--- config.mk ---
export PLATFORM = sky130hd
export DESIGN_NAME = ysyx_23060201_exu_mc
export DESIGN_NICKNAME = d
export VERILOG_FILES = /design/src/rtl/ysyx_23060201_pkg.sv /design/src/rtl/ysyx_23060201_alu.sv /design/src/rtl/ysyx_23060201_exu_mc.sv
export SDC_FILE = /design/constraint.sdc
export NUM_CORES = 1
export LEC_CHECK = 0
export CAP_MARGIN = 10
export CORE_MARGIN = 2
export CORE_UTILIZATION = 38
export CTS_CLUSTER_SIZE = 25
export DETAILED_ROUTE_END_ITERATION = 10
export PLACE_DENSITY = 0.61
export SETUP_SLACK_MARGIN = 0.05
export SLEW_MARGIN = 40
export SYNTH_ARGS = -nofsm -noshare
export SYNTH_HDL_FRONTEND = slang
export SYNTH_SLANG_ARGS = --single-unit
--- constraint.sdc ---
create_clock -name clk -period 9.95 [get_ports clk]
set_input_delay 1.99 -clock clk [delete_from_list [all_inputs] [get_ports clk]]
set_output_delay 1.99 -clock clk [all_outputs]
set_load 0.005 [all_outputs]
--- src/rtl/ysyx_23060201_pkg.sv ---
`default_nettype none
// +--------------------------------------------------------------------------+
// | Module : ysyx_23060201_pkg                                               |
// | Brief  : Shared constants for the multi-cycle execute unit: RV opcodes,  |
// |          funct3/funct7 codes, ALU control codes and the FSM encoding.    |
// | Rev    : 1.0  initial release                                            |
// +--------------------------------------------------------------------------+
package ysyx_23060201_pkg;

  // Major opcodes
  localparam logic [6:0] OP_LUI    = 7'b0110111;
  localparam logic [6:0] OP_AUIPC  = 7'b0010111;
  localparam logic [6:0] OP_JAL    = 7'b1101111;
  localparam logic [6:0] OP_JALR   = 7'b1100111;
  localparam logic [6:0] OP_BRANCH = 7'b1100011;
  localparam logic [6:0] OP_LOAD   = 7'b0000011;
  localparam logic [6:0] OP_STORE  = 7'b0100011;
  localparam logic [6:0] OP_IMM    = 7'b0010011;
  localparam logic [6:0] OP_REG    = 7'b0110011;

  // Branch funct3
  localparam logic [2:0] F3_BEQ  = 3'b000;
  localparam logic [2:0] F3_BNE  = 3'b001;
  localparam logic [2:0] F3_BLT  = 3'b100;
  localparam logic [2:0] F3_BGE  = 3'b101;
  localparam logic [2:0] F3_BLTU = 3'b110;
  localparam logic [2:0] F3_BGEU = 3'b111;

  // Load funct3 (stores use the low two bits for size)
  localparam logic [2:0] F3_LB  = 3'b000;
  localparam logic [2:0] F3_LH  = 3'b001;
  localparam logic [2:0] F3_LW  = 3'b010;
  localparam logic [2:0] F3_LD  = 3'b011;
  localparam logic [2:0] F3_LBU = 3'b100;
  localparam logic [2:0] F3_LHU = 3'b101;
  localparam logic [2:0] F3_LWU = 3'b110;

  // ALU funct3 values that honour the alternate funct7 bit
  localparam logic [2:0] F3_ADD = 3'b000;
  localparam logic [2:0] F3_SR  = 3'b101;

  localparam logic [6:0] F7_ALT = 7'b0100000;

  // ALU control: {alternate bit, funct3}
  localparam logic [3:0] ALU_ADD  = 4'b0000;
  localparam logic [3:0] ALU_SLL  = 4'b0001;
  localparam logic [3:0] ALU_SLT  = 4'b0010;
  localparam logic [3:0] ALU_SLTU = 4'b0011;
  localparam logic [3:0] ALU_XOR  = 4'b0100;
  localparam logic [3:0] ALU_SRL  = 4'b0101;
  localparam logic [3:0] ALU_OR   = 4'b0110;
  localparam logic [3:0] ALU_AND  = 4'b0111;
  localparam logic [3:0] ALU_SUB  = 4'b1000;
  localparam logic [3:0] ALU_SRA  = 4'b1101;

  // FSM encoding
  typedef logic [2:0] state_t;
  localparam state_t S_IDLE     = 3'd0;
  localparam state_t S_EXEC     = 3'd1;
  localparam state_t S_MEM_REQ  = 3'd2;
  localparam state_t S_MEM_WAIT = 3'd3;
  localparam state_t S_DONE     = 3'd4;

endpackage
`default_nettype wire

--- src/rtl/ysyx_23060201_alu.sv ---
`default_nettype none
// +--------------------------------------------------------------------------+
// | Module : ysyx_23060201_alu                                               |
// | Brief  : Combinational integer ALU.                                      |
// |   ctl  in  4          operation select ({alt, funct3})                   |
// |   a    in  DATA_WIDTH operand A                                          |
// |   b    in  DATA_WIDTH operand B (low log2(DATA_WIDTH) bits = shamt)      |
// |   y    out DATA_WIDTH result                                             |
// | Rev    : 1.0  initial release                                            |
// +--------------------------------------------------------------------------+
module ysyx_23060201_alu
  import ysyx_23060201_pkg::*;
#(
  parameter int DATA_WIDTH = 32
) (
  input  logic [3:0]            ctl,
  input  logic [DATA_WIDTH-1:0] a,
  input  logic [DATA_WIDTH-1:0] b,
  output logic [DATA_WIDTH-1:0] y
);

  localparam int SH_W = $clog2(DATA_WIDTH);

  logic [SH_W-1:0] shamt;
  assign shamt = b[SH_W-1:0];

  always_comb begin
    y = a + b;
    case (ctl)
      ALU_ADD:  y = a + b;
      ALU_SUB:  y = a - b;
      ALU_SLL:  y = a << shamt;
      ALU_SLT:  y = {{(DATA_WIDTH-1){1'b0}}, $signed(a) < $signed(b)};
      ALU_SLTU: y = {{(DATA_WIDTH-1){1'b0}}, a < b};
      ALU_XOR:  y = a ^ b;
      ALU_SRL:  y = a >> shamt;
      ALU_SRA:  y = DATA_WIDTH'($signed(a) >>> shamt);
      ALU_OR:   y = a | b;
      ALU_AND:  y = a & b;
      default:  y = a + b;
    endcase
  end

endmodule
`default_nettype wire

--- src/rtl/ysyx_23060201_exu_mc.sv ---
`default_nettype none
// +--------------------------------------------------------------------------+
// | Module : ysyx_23060201_exu_mc                                            |
// | Brief  : Multi-cycle execute unit. Accepts one decoded instruction,      |
// |          executes it, performs at most one memory access and presents    |
// |          the writeback / redirect result until downstream accepts it.    |
// | Ports  : clk/rst          clock, synchronous active-high reset           |
// |          in_*             decoded instruction handshake + operands       |
// |          mem_req_*        memory request channel (valid/ready)           |
// |          mem_resp_*       memory response (load data / store ack)        |
// |          out_*, gpr_*,    result handshake, register writeback and       |
// |          jump_en, dnpc    next-pc redirect                               |
// | Rev    : 1.0  initial release                                            |
// +--------------------------------------------------------------------------+
module ysyx_23060201_exu_mc
  import ysyx_23060201_pkg::*;
#(
  parameter int MEM_ADDR_WIDTH = 32,
  parameter int DATA_WIDTH     = 32
) (
  input  logic                      clk,
  input  logic                      rst,
  input  logic                      in_valid,
  output logic                      in_ready,
  input  logic [MEM_ADDR_WIDTH-1:0] pc,
  input  logic [DATA_WIDTH-1:0]     imm,
  input  logic [6:0]                op,
  input  logic [4:0]                rd,
  input  logic [2:0]                func3,
  input  logic [6:0]                func7,
  input  logic [DATA_WIDTH-1:0]     rs1,
  input  logic [DATA_WIDTH-1:0]     rs2,
  output logic                      mem_req_valid,
  input  logic                      mem_req_ready,
  output logic                      mem_req_wen,
  output logic [MEM_ADDR_WIDTH-1:0] mem_req_addr,
  output logic [DATA_WIDTH/8-1:0]   mem_req_wmask,
  output logic [DATA_WIDTH-1:0]     mem_req_wdata,
  input  logic                      mem_resp_valid,
  input  logic [DATA_WIDTH-1:0]     mem_resp_rdata,
  output logic                      out_valid,
  input  logic                      out_ready,
  output logic                      gpr_wen,
  output logic [4:0]                gpr_waddr,
  output logic [DATA_WIDTH-1:0]     gpr_wdata,
  output logic                      jump_en,
  output logic [MEM_ADDR_WIDTH-1:0] dnpc
);

  localparam int STRB_W = DATA_WIDTH / 8;
  localparam int OFF_W  = $clog2(STRB_W);

  state_t state_q, state_d;

  // Latched instruction
  logic [MEM_ADDR_WIDTH-1:0] pc_q, pc_d;
  logic [DATA_WIDTH-1:0]     imm_q, imm_d, rs1_q, rs1_d, rs2_q, rs2_d;
  logic [6:0]                op_q, op_d, func7_q, func7_d;
  logic [4:0]                rd_q, rd_d;
  logic [2:0]                func3_q, func3_d;

  // Results
  logic [DATA_WIDTH-1:0]     result_q, result_d, wdata_q, wdata_d;
  logic [MEM_ADDR_WIDTH-1:0] dnpc_q, dnpc_d, addr_q, addr_d;
  logic [STRB_W-1:0]         wmask_q, wmask_d;
  logic                      wen_q, wen_d, jump_q, jump_d, mem_wen_q, mem_wen_d;

  // ---------------- execute datapath ----------------
  logic [3:0]                alu_ctl;
  logic [DATA_WIDTH-1:0]     alu_b, alu_y;
  logic [MEM_ADDR_WIDTH-1:0] pc_imm, pc_4, mem_addr;
  logic [OFF_W-1:0]          st_off, ld_off;
  logic [STRB_W-1:0]         st_base;
  logic [DATA_WIDTH-1:0]     ld_shift, ld_data, ex_result;
  logic                      br_taken, ex_wen, ex_jump, is_mem;
  logic [MEM_ADDR_WIDTH-1:0] ex_dnpc;
  logic                      unused_func7;

  // Only the alternate bit of funct7 affects execution.
  assign unused_func7 = ^{func7_q[6], func7_q[4:0]};

  always_comb begin
    alu_b   = imm_q;
    alu_ctl = ALU_ADD;
    if (op_q == OP_REG) begin
      alu_b   = rs2_q;
      alu_ctl = {((func3_q == F3_ADD) || (func3_q == F3_SR)) && func7_q[5], func3_q};
    end else if (op_q == OP_IMM) begin
      // addi has no subtract form; only shifts-right read the alt bit.
      alu_ctl = {(func3_q == F3_SR) && func7_q[5], func3_q};
    end
  end

  ysyx_23060201_alu #(.DATA_WIDTH(DATA_WIDTH)) u_alu (
    .ctl (alu_ctl),
    .a   (rs1_q),
    .b   (alu_b),
    .y   (alu_y)
  );

  assign pc_imm   = pc_q + MEM_ADDR_WIDTH'($signed(imm_q));
  assign pc_4     = pc_q + MEM_ADDR_WIDTH'(4);
  assign mem_addr = MEM_ADDR_WIDTH'($signed(alu_y));
  assign is_mem   = (op_q == OP_LOAD) || (op_q == OP_STORE);

  always_comb begin
    case (func3_q)
      F3_BEQ:  br_taken = (rs1_q == rs2_q);
      F3_BNE:  br_taken = (rs1_q != rs2_q);
      F3_BLT:  br_taken = ($signed(rs1_q) <  $signed(rs2_q));
      F3_BGE:  br_taken = ($signed(rs1_q) >= $signed(rs2_q));
      F3_BLTU: br_taken = (rs1_q <  rs2_q);
      F3_BGEU: br_taken = (rs1_q >= rs2_q);
      default: br_taken = 1'b0;
    endcase
  end

  always_comb begin
    ex_result = alu_y;
    ex_wen    = (rd_q != 5'd0);
    ex_jump   = 1'b0;
    ex_dnpc   = pc_4;
    case (op_q)
      OP_REG, OP_IMM: ;
      OP_LUI:   ex_result = imm_q;
      OP_AUIPC: ex_result = DATA_WIDTH'(pc_imm);
      OP_JAL: begin
        ex_result = DATA_WIDTH'(pc_4);
        ex_jump   = 1'b1;
        ex_dnpc   = pc_imm;
      end
      OP_JALR: begin
        ex_result = DATA_WIDTH'(pc_4);
        ex_jump   = 1'b1;
        ex_dnpc   = mem_addr & ~MEM_ADDR_WIDTH'(1);
      end
      OP_BRANCH: begin
        ex_wen  = 1'b0;
        ex_jump = br_taken;
        ex_dnpc = br_taken ? pc_imm : pc_4;
      end
      OP_LOAD:  ex_result = '0;
      OP_STORE: ex_wen = 1'b0;
      default: begin
        ex_result = '0;
        ex_wen    = 1'b0;
      end
    endcase
  end

  // Store lane alignment; lanes shifted past the word edge are dropped.
  assign st_off = mem_addr[OFF_W-1:0];
  always_comb begin
    case (func3_q[1:0])
      2'b00:   st_base = STRB_W'(1);
      2'b01:   st_base = STRB_W'(3);
      2'b10:   st_base = STRB_W'(15);
      default: st_base = {STRB_W{1'b1}};
    endcase
  end

  // Load lane extraction from the raw aligned word.
  assign ld_off   = addr_q[OFF_W-1:0];
  assign ld_shift = mem_resp_rdata >> {ld_off, 3'b000};
  always_comb begin
    case (func3_q)
      F3_LB:   ld_data = DATA_WIDTH'($signed(ld_shift[7:0]));
      F3_LH:   ld_data = DATA_WIDTH'($signed(ld_shift[15:0]));
      F3_LW:   ld_data = DATA_WIDTH'($signed(ld_shift[31:0]));
      F3_LBU:  ld_data = DATA_WIDTH'(ld_shift[7:0]);
      F3_LHU:  ld_data = DATA_WIDTH'(ld_shift[15:0]);
      F3_LWU:  ld_data = DATA_WIDTH'(ld_shift[31:0]);
      F3_LD:   ld_data = ld_shift;
      default: ld_data = ld_shift;
    endcase
  end

  // ---------------- FSM: next state ----------------
  always_comb begin
    state_d = state_q;
    case (state_q)
      S_IDLE:     if (in_valid)       state_d = S_EXEC;
      S_EXEC:     state_d = is_mem ? S_MEM_REQ : S_DONE;
      S_MEM_REQ:  if (mem_req_ready)  state_d = S_MEM_WAIT;
      S_MEM_WAIT: if (mem_resp_valid) state_d = S_DONE;
      S_DONE:     if (out_ready)      state_d = S_IDLE;
      default:    state_d = S_IDLE;
    endcase
  end

  // ---------------- datapath next values ----------------
  always_comb begin
    pc_d      = pc_q;
    imm_d     = imm_q;
    op_d      = op_q;
    rd_d      = rd_q;
    func3_d   = func3_q;
    func7_d   = func7_q;
    rs1_d     = rs1_q;
    rs2_d     = rs2_q;
    result_d  = result_q;
    wen_d     = wen_q;
    jump_d    = jump_q;
    dnpc_d    = dnpc_q;
    addr_d    = addr_q;
    mem_wen_d = mem_wen_q;
    wmask_d   = wmask_q;
    wdata_d   = wdata_q;
    case (state_q)
      S_IDLE: if (in_valid) begin
        pc_d    = pc;
        imm_d   = imm;
        op_d    = op;
        rd_d    = rd;
        func3_d = func3;
        func7_d = func7;
        rs1_d   = rs1;
        rs2_d   = rs2;
      end
      S_EXEC: begin
        result_d  = ex_result;
        wen_d     = ex_wen;
        jump_d    = ex_jump;
        dnpc_d    = ex_dnpc;
        addr_d    = mem_addr;
        mem_wen_d = (op_q == OP_STORE);
        wmask_d   = (op_q == OP_STORE) ? (st_base << st_off) : '0;
        wdata_d   = (op_q == OP_STORE) ? (rs2_q << {st_off, 3'b000}) : '0;
      end
      S_MEM_WAIT: if (mem_resp_valid && !mem_wen_q) result_d = ld_data;
      default: ;
    endcase
  end

  // ---------------- state / data registers ----------------
  always_ff @(posedge clk) begin
    if (rst) begin
      state_q   <= S_IDLE;
      pc_q      <= '0;
      imm_q     <= '0;
      op_q      <= '0;
      rd_q      <= '0;
      func3_q   <= '0;
      func7_q   <= '0;
      rs1_q     <= '0;
      rs2_q     <= '0;
      result_q  <= '0;
      wen_q     <= 1'b0;
      jump_q    <= 1'b0;
      dnpc_q    <= '0;
      addr_q    <= '0;
      mem_wen_q <= 1'b0;
      wmask_q   <= '0;
      wdata_q   <= '0;
    end else begin
      state_q   <= state_d;
      pc_q      <= pc_d;
      imm_q     <= imm_d;
      op_q      <= op_d;
      rd_q      <= rd_d;
      func3_q   <= func3_d;
      func7_q   <= func7_d;
      rs1_q     <= rs1_d;
      rs2_q     <= rs2_d;
      result_q  <= result_d;
      wen_q     <= wen_d;
      jump_q    <= jump_d;
      dnpc_q    <= dnpc_d;
      addr_q    <= addr_d;
      mem_wen_q <= mem_wen_d;
      wmask_q   <= wmask_d;
      wdata_q   <= wdata_d;
    end
  end

  // ---------------- FSM: outputs ----------------
  always_comb begin
    in_ready      = (state_q == S_IDLE);
    out_valid     = (state_q == S_DONE);
    mem_req_valid = (state_q == S_MEM_REQ);
    // Strobes qualified by DONE so a stale result never writes back.
    gpr_wen       = (state_q == S_DONE) && wen_q;
    jump_en       = (state_q == S_DONE) && jump_q;
  end

  assign mem_req_wen   = mem_wen_q;
  assign mem_req_addr  = addr_q;
  assign mem_req_wmask = wmask_q;
  assign mem_req_wdata = wdata_q;
  assign gpr_waddr     = rd_q;
  assign gpr_wdata     = result_q;
  assign dnpc          = dnpc_q;

endmodule
`default_nettype wire

==> results of run 1 <==
-- area by class of cell --
cell class / instances / area (um2) / area share [%]
clock inverter: 13 / 171.4 / 0.5667
multi-input combinational: 2906 / 17970 / 59.41
inverter: 159 / 599.3 / 1.981
tap: 864 / 1081 / 3.574
sequential: 282 / 5645 / 18.66
antenna: 1 / 2.502 / 0.008273
clock buffer: 47 / 929.6 / 3.073
timing repair buffer: 403 / 3849 / 12.72
-- worst max-delay path, cell delays in order, from the launching register on --
cell	delay [ps]
dfxtp_1	300
buf_4	380
and3b_1	710
nand3_4	480
and2_4	510
inv_1	270
ha_1	260
inv_1	70
fa_1	440
inv_1	70
a21oi_1	60
buf_4	180
o211ai_1	520
nand4b_1	250
a31oi_1	400
o31a_1	340
a211oi_1	110
a21boi_0	140
o21ai_1	620
a221oi_1	320
nor3_1	220
-- logic make-up after synthesis --
group,Yosys count,share of synthesized area (%)
buf+inv,423,7.023
compound gates,1353,34.74
xor+xnor,67,2.323
fa+ha+maj,156,7.785
simple gates,1247,22.39
mux,83,3.397
flops,282,22.35
-- final timing paths --
check                       end  slack, ps  depth (start not counted)
setup / recovery  gpr_wdata[30]       3130                         20
hold / removal         rs1_q[7]        450                          2
setup reg to reg  gpr_wdata[30]       3130                         20
hold reg to reg        rs1_q[7]        450                          2
-- cell usage in the layout (no fill, tap or decap), types with 16 or more instances in the layout --
cell type	n
a21o_1	38
nor2b_1	21
mux2i_1	69
a22oi_1	25
buf_4	76
nor3_1	101
a221oi_1	39
dfxtp_1	282
nand2b_1	31
clkbuf_16	34
nand4_1	37
o31ai_1	26
a211oi_1	101
nand2_1	555
o221ai_1	38
a21oi_1	445
and2_1	23
o21bai_1	18
o211ai_1	55
o22ai_1	36
nand3_1	85
a31oi_1	37
o21a_1	17
nor2_1	271
xor2_1	29
o21ai_0	253
or3_1	16
clkdlybuf4s50_1	323
ha_1	154
and3_1	33
inv_1	153
a221o_1	16
o21ai_1	25
xnor2_1	38
-- power by group through the flow --
stage / sequential [mW] / combinational (mW) / clock (mW)
detailed placement: 1.33 / 1.27 / 0
finish: 1.31 / 1.32 / 1.28
floorplan: 1.28 / 0.757 / 0
CTS: 1.31 / 1.27 / 1.29
global route: 1.31 / 1.40 / 1.33
global placement: 1.33 / 1.27 / 0
-- registers in the layout, summed over array words and instances (netlist names), 4 cells and up --
register,count
gpr_waddr,5
dnpc,32
imm_q,32
rs2_q,32
mem_req_wdata,32
gpr_wdata,32
pc_q,32
rs1_q,32
op_q,7
mem_req_addr,32
mem_req_wmask,4
-- synth_stat cells (33+ instances only) --
master	instances	share of area, %
nand2_1	557	8.3
a21oi_1	446	8.8
dfxtp_1	282	22
nor2_1	272	4.0
o21ai_0	264	5.2
clkbuf_1	175	2.6
ha_1	154	7.6
inv_1	154	2.3
nor3_1	105	2.1
a211oi_1	102	3.0
nand3_1	85	1.7
mux2i_1	70	2.8
o211ai_1	55	1.6
buf_2	51	1.0
a221oi_1	39	1.4
o221ai_1	39	1.4
a21o_1	38	1.1
xnor2_1	38	1.3
a31oi_1	37	0.92
nand4_1	37	0.92
o22ai_1	36	0.89
and3_1	33	0.82
-- metal layers --
layer | GRT usage, % | part of all wire (%)
met5 | 0 | 0.029
met4 | 21.73 | 6.5
met3 | 9.944 | 11
met2 | 59.22 | 42
met1 | 52.98 | 40
-- metrics by stage --
| step | instances | cell area (um2) | hold WS [ps] |
|---|---|---|---|
| 6_report | 4675 | 30250 | 454.3 |
| 5_1_grt | 4674 | 30250 | 480.5 |
| 4_1_cts | 4674 | 30230 | 455.8 |
| 3_5_place_dp | 4614 | 29120 | 447.8 |
| 3_3_place_gp | 4612 | 29030 | 443.6 |
| 2_1_floorplan | 3611 | 25260 | 427.3 |
==> impl_metrics.py, run 1 <==
metrics = {
    "outcome": {
        "status": "completed",
    },
    "timing": {
        "worst_pin_slew_ps": 968.2,
        "clock.fmax_mhz": 146.6,
        "setup_ws_ps": 3130,
        "rsz0062_at_grt": "no",
        "fin_setup_tns_ps": 0,
        "finalCritPeriodShare_pct": 68.54,
        "slew_viol_final": 0,
        "finalHoldViolations": 0,
        "setup_viol": 0,
        "slew_headroom_pct": 35.39,
        "fin_crit_ps": 6820,
        "finClkSkew_ps": 76.64,
    },
    "yosys": {
        "syn_inst": 3611,
        "synth_edf_count": 0,
        "ys_warn_count": 0,
        "synth_area_um2": 25260,
        "ys_types": 108,
        "ys_seq_elements": 282,
        "synth_nets": 3955,
        "avgSynthCellArea_um2": 6.996,
        "ys.flop_type": "dfxtp_1",
        "async_flop_share_pct": 0,
        "yosysSeqAreaShare_pct": 22.35,
    },
    "cts": {
        "htree_num_levels": 2,
        "clk_latency_ps": 610,
        "cts_buffers": 34,
        "cts_root_buf": "clkbuf_16",
        "postCtsHoldBufs": 0,
        "cts_setup_buffers": 0,
        "cts_resized": 0,
        "path_clk_slew_ps": 60,
        "cts_max_path_buffers": 3,
        "cts_tree": "done",
        "numClockSinks": 282,
    },
    "power_and_ir_drop": {
        "p_comb_share_pct": 33.8,
        "irDropWorstVdd_v": 0.00008575,
        "power_frac_seq_pct": 33.5,
        "clock_power_share_pct": 32.6,
        "swShare_pct": 39.36,
        "switchingPower_mw": 1.539,
        "intPower_mw": 2.371,
        "power_density_nw_per_um2": 129.3,
        "leakagePower_nw": 11.12,
        "power_mw": 3.911,
    },
    "worst_setup_path": {
        "worstPathRequired_ps": 10400,
        "rr_startpoint": "op_q[5]",
        "path_class": "reg -> reg",
        "endpoint_kind": "flip-flop",
        "cp-startpoint": "op_q[5]",
        "cp-start-kind": "flip-flop",
        "crit_arrival_ps": 7270,
        "crit_fanout": 49,
    },
    "global_routing": {
        "grt_pass1_vias": 27550,
        "grt.total_usage_pct": 39.93,
        "grt_pass1_wl_um": 199200,
        "gr-total-overflow": 0,
        "grt_max_degree": 95,
        "antenna_found_initial": 6,
    },
    "final_layout": {
        "n_fill_cell": 6842,
        "final_layout_size_suffix_gt1_share_pct": 6.089,
        "fin_nets": 4130,
        "areaGrowthSynthToFinish_pct": 19.73,
        "utilization_pct": 46.01,
    },
    "min_path": {
        "min_from": "rs1_q[7]",
        "min_path_type": "reg -> reg",
    },
    "placement": {
        "numPortBuffers": 324,
        "preCtsSetupSlack_ps": 3491,
        "dp_hpwl_um": 110400,
        "place_congestion": 1.068,
    },
    "drt": {
        "wire_per_inst_um": 30.33,
        "wl_um": 141800,
        "final_antenna_net_count": 0,
        "drt_iter0_markers": 4400,
        "routed-via-count": 30490,
        "viasPerCell": 6.522,
        "drc": 0,
        "firstDrtPassIters": 6,
    },
    "floorplanning": {
        "fp.dieW_um": 261.8,
        "die_area_um2": 68560,
        "rows": 94,
        "start_util_pct": 38.43,
        "fp.coreArea_um2": 65750,
        "die_h_um": 261.8,
        "ioPinCount": 331,
    },
    "flow_run": {
        "drv_cap": 0,
    },
}
Power figures use the tool's default switching activity.
==> run 2, diff against run 1 <==
PLACE_DENSITY = 0.63   (was 0.61)
clock period = 5.8 ns   (was 9.95 ns; I/O delays follow)
==> impl_metrics.py, run 2 (synthesis gave the netlist of run 1 again) <==
metrics = {
    "global_routing": {
        "grt_pass1_vias": 28310,
        "grt_pass1_wl_um": 207100,
        "antenna_found_initial": 8,
        "gr-total-overflow": 0,
        "grt_max_degree": 74,
        "grt.total_usage_pct": 41.50,
    },
    "worst_setup_path": {
        "r2r_end": "gpr_wdata[30]",
        "rr_startpoint": "op_q[3]",
        "cp_cell_sequence": "and4bb_4 > buf_4 > nand3_4 > and2_4 > inv_1 > ha_1 > inv_1 > fa_1 > inv_1 > a21oi_1 > o211ai_1 > buf_4 > nand4b_1 > a31oi_1 > buf_4 > o311a_1 > o211ai_1 > o21ba_2 > o21ai_0 > buf_4 > a221oi_1 > buf_4 > nor3_1",
        "path_buf_inv": 8,
        "ff2ff_path_depth": 23,
        "cp-startpoint": "op_q[3]",
        "r2r_slack_ps": 190,
        "path_class": "reg -> reg",
        "slowest_stage": "fa_1",
        "path_common_cell": "buf_4",
        "cpLargestDelayFamily": "compound AO/OA/AOI/OAI gates",
        "cp-start-kind": "flip-flop",
        "endpoint_kind": "flip-flop",
        "crit_fanout": 21,
        "crit_arrival_ps": 6080,
        "cpPeakStageDelay_ps": 440,
        "worstPathRequired_ps": 6270,
    },
    "final_layout": {
        "seq_area_um2": 5647,
        "mostFrequentLayoutCell": "nand2_1",
        "final_area_um2": 31050,
        "n_antenna_cell": 0,
        "utilization_pct": 47.22,
        "areaGrowthSynthToFinish_pct": 22.89,
        "final_layout_size_suffix_gt1_share_pct": 8.722,
        "final_cell_mix": "nand2_1 (556), a21oi_1 (446), clkdlybuf4s50_1 (323)",
        "multiInputGateArea_um2": 17920,
        "n_fill_cell": 6821,
        "fin_nets": 4241,
        "fin_cells": 4785,
    },
    "timing": {
        "finClkSkew_ps": 82.53,
        "finalHoldViolations": 0,
        "setup_ws_ps": 188.7,
        "whs_ps": 450.4,
        "rsz0062_at_grt": "no",
        "clock.fmax_mhz": 178.2,
        "setup_viol": 0,
        "fin_crit_ps": 5611,
        "slew_viol_final": 0,
        "fin_setup_tns_ps": 0,
        "finalCritPeriodShare_pct": 96.75,
        "slew_headroom_pct": 30.38,
        "worst_pin_slew_ps": 1033,
    },
    "floorplanning": {
        "rows": 94,
        "fp.dieW_um": 261.8,
        "fp.coreArea_um2": 65750,
        "die_area_um2": 68560,
        "ioPinCount": 331,
        "die_h_um": 261.8,
        "start_util_pct": 38.43,
    },
    "placement": {
        "numPortBuffers": 324,
        "dp.cells": 4729,
        "preCtsSetupSlack_ps": 542.9,
        "placedInstanceArea_um2": 29970,
        "dp_hpwl_um": 116400,
        "place_congestion": 1.082,
    },
    "outcome": {
        "status": "completed",
    },
    "drt": {
        "firstDrtPassIters": 8,
        "drt_iter0_markers": 4241,
        "drc": 0,
        "final_antenna_net_count": 0,
        "routed-via-count": 31050,
        "viasPerCell": 6.488,
        "wire_per_inst_um": 30.77,
        "wl_um": 147200,
    },
    "cts": {
        "cts_resized": 0,
        "clk_latency_ps": 650,
        "numClockSinks": 282,
        "cts_tree": "done",
        "cts_root_buf": "clkbuf_16",
        "path_clk_slew_ps": 60,
        "postCtsHoldBufs": 0,
        "cts_setup_buffers": 0,
        "cts_max_path_buffers": 3,
        "htree_num_levels": 1,
        "cts_buffers": 30,
    },
    "min_path": {
        "min_to": "mem_req_addr[6]",
        "min_from": "mem_req_addr[6]",
        "holdPathStages": 2,
        "min_path_type": "reg -> reg",
    },
    "power_and_ir_drop": {
        "power_mw": 6.719,
        "power_density_nw_per_um2": 216.4,
        "irDropWorstVdd_v": 0.0002363,
        "leakagePower_nw": 11.69,
    },
    "flow_run": {
        "drv_cap": 0,
    },
}
==> run 2: cell count changes in the layout (fill, tap and decap cells not counted), moves of 2 or more <==
cell,previous run,this run
clkbuf_8,3,9
buf_4,76,189
nor4_1,11,13
buf_6,4,1
clkbuf_1,10,4
nor3_1,101,104
o41ai_1,13,11
buf_12,0,3
buf_2,0,2
nor4_2,3,1
nor3_2,7,3
o41ai_2,1,3
clkbuf_16,34,30
clkinv_2,5,7
==> run 2: worst register-to-register path: stages (launching register included) <==
cell,delay (ps)
dfxtp_1,370
and4bb_4,390
buf_4,310
nand3_4,140
and2_4,160
inv_1,130
ha_1,240
inv_1,90
fa_1,440
inv_1,80
a21oi_1,150
o211ai_1,420
buf_4,220
nand4b_1,210
a31oi_1,310
buf_4,170
o311a_1,230
o211ai_1,110
o21ba_2,230
o21ai_0,160
buf_4,260
a221oi_1,430
buf_4,180
nor3_1,30
==> run 2: final cells by class <==
type / count / area share [%]
multi-input cells: 2906 / 57.73
clock inverters: 13 / 0.5602
repair buffers: 518 / 15.25
flip-flops and latches: 282 / 18.19
inverters: 159 / 1.930
well taps: 864 / 3.482
clock buffers: 43 / 2.865
==> run 2: how the worst max path moves through the flow <==
stage,to,slack (ps),cells after the start
floorplan,gpr_wdata[19],1300,21
CTS,gpr_wdata[30],440,23
global route,gpr_wdata[30],150,22
detailed placement,gpr_wdata[30],540,23
global placement,gpr_wdata[30],560,23
finish,gpr_wdata[30],190,23
==> run 2: power by group <==
group          switching (mW)  internal [mW]
Combinational            1.54          0.859
Clock                   0.872           1.20
Sequential              0.192           2.05
==> run 2: metal layers <==
layer / routed length, um / global-route usage (%) / share of wire [%]
met2: 60940 / 60.88 / 41
met5: 55 / 0 / 0.037
met3: 16530 / 9.751 / 11
met1: 60680 / 56.67 / 41
met4: 9024 / 20.64 / 6.1
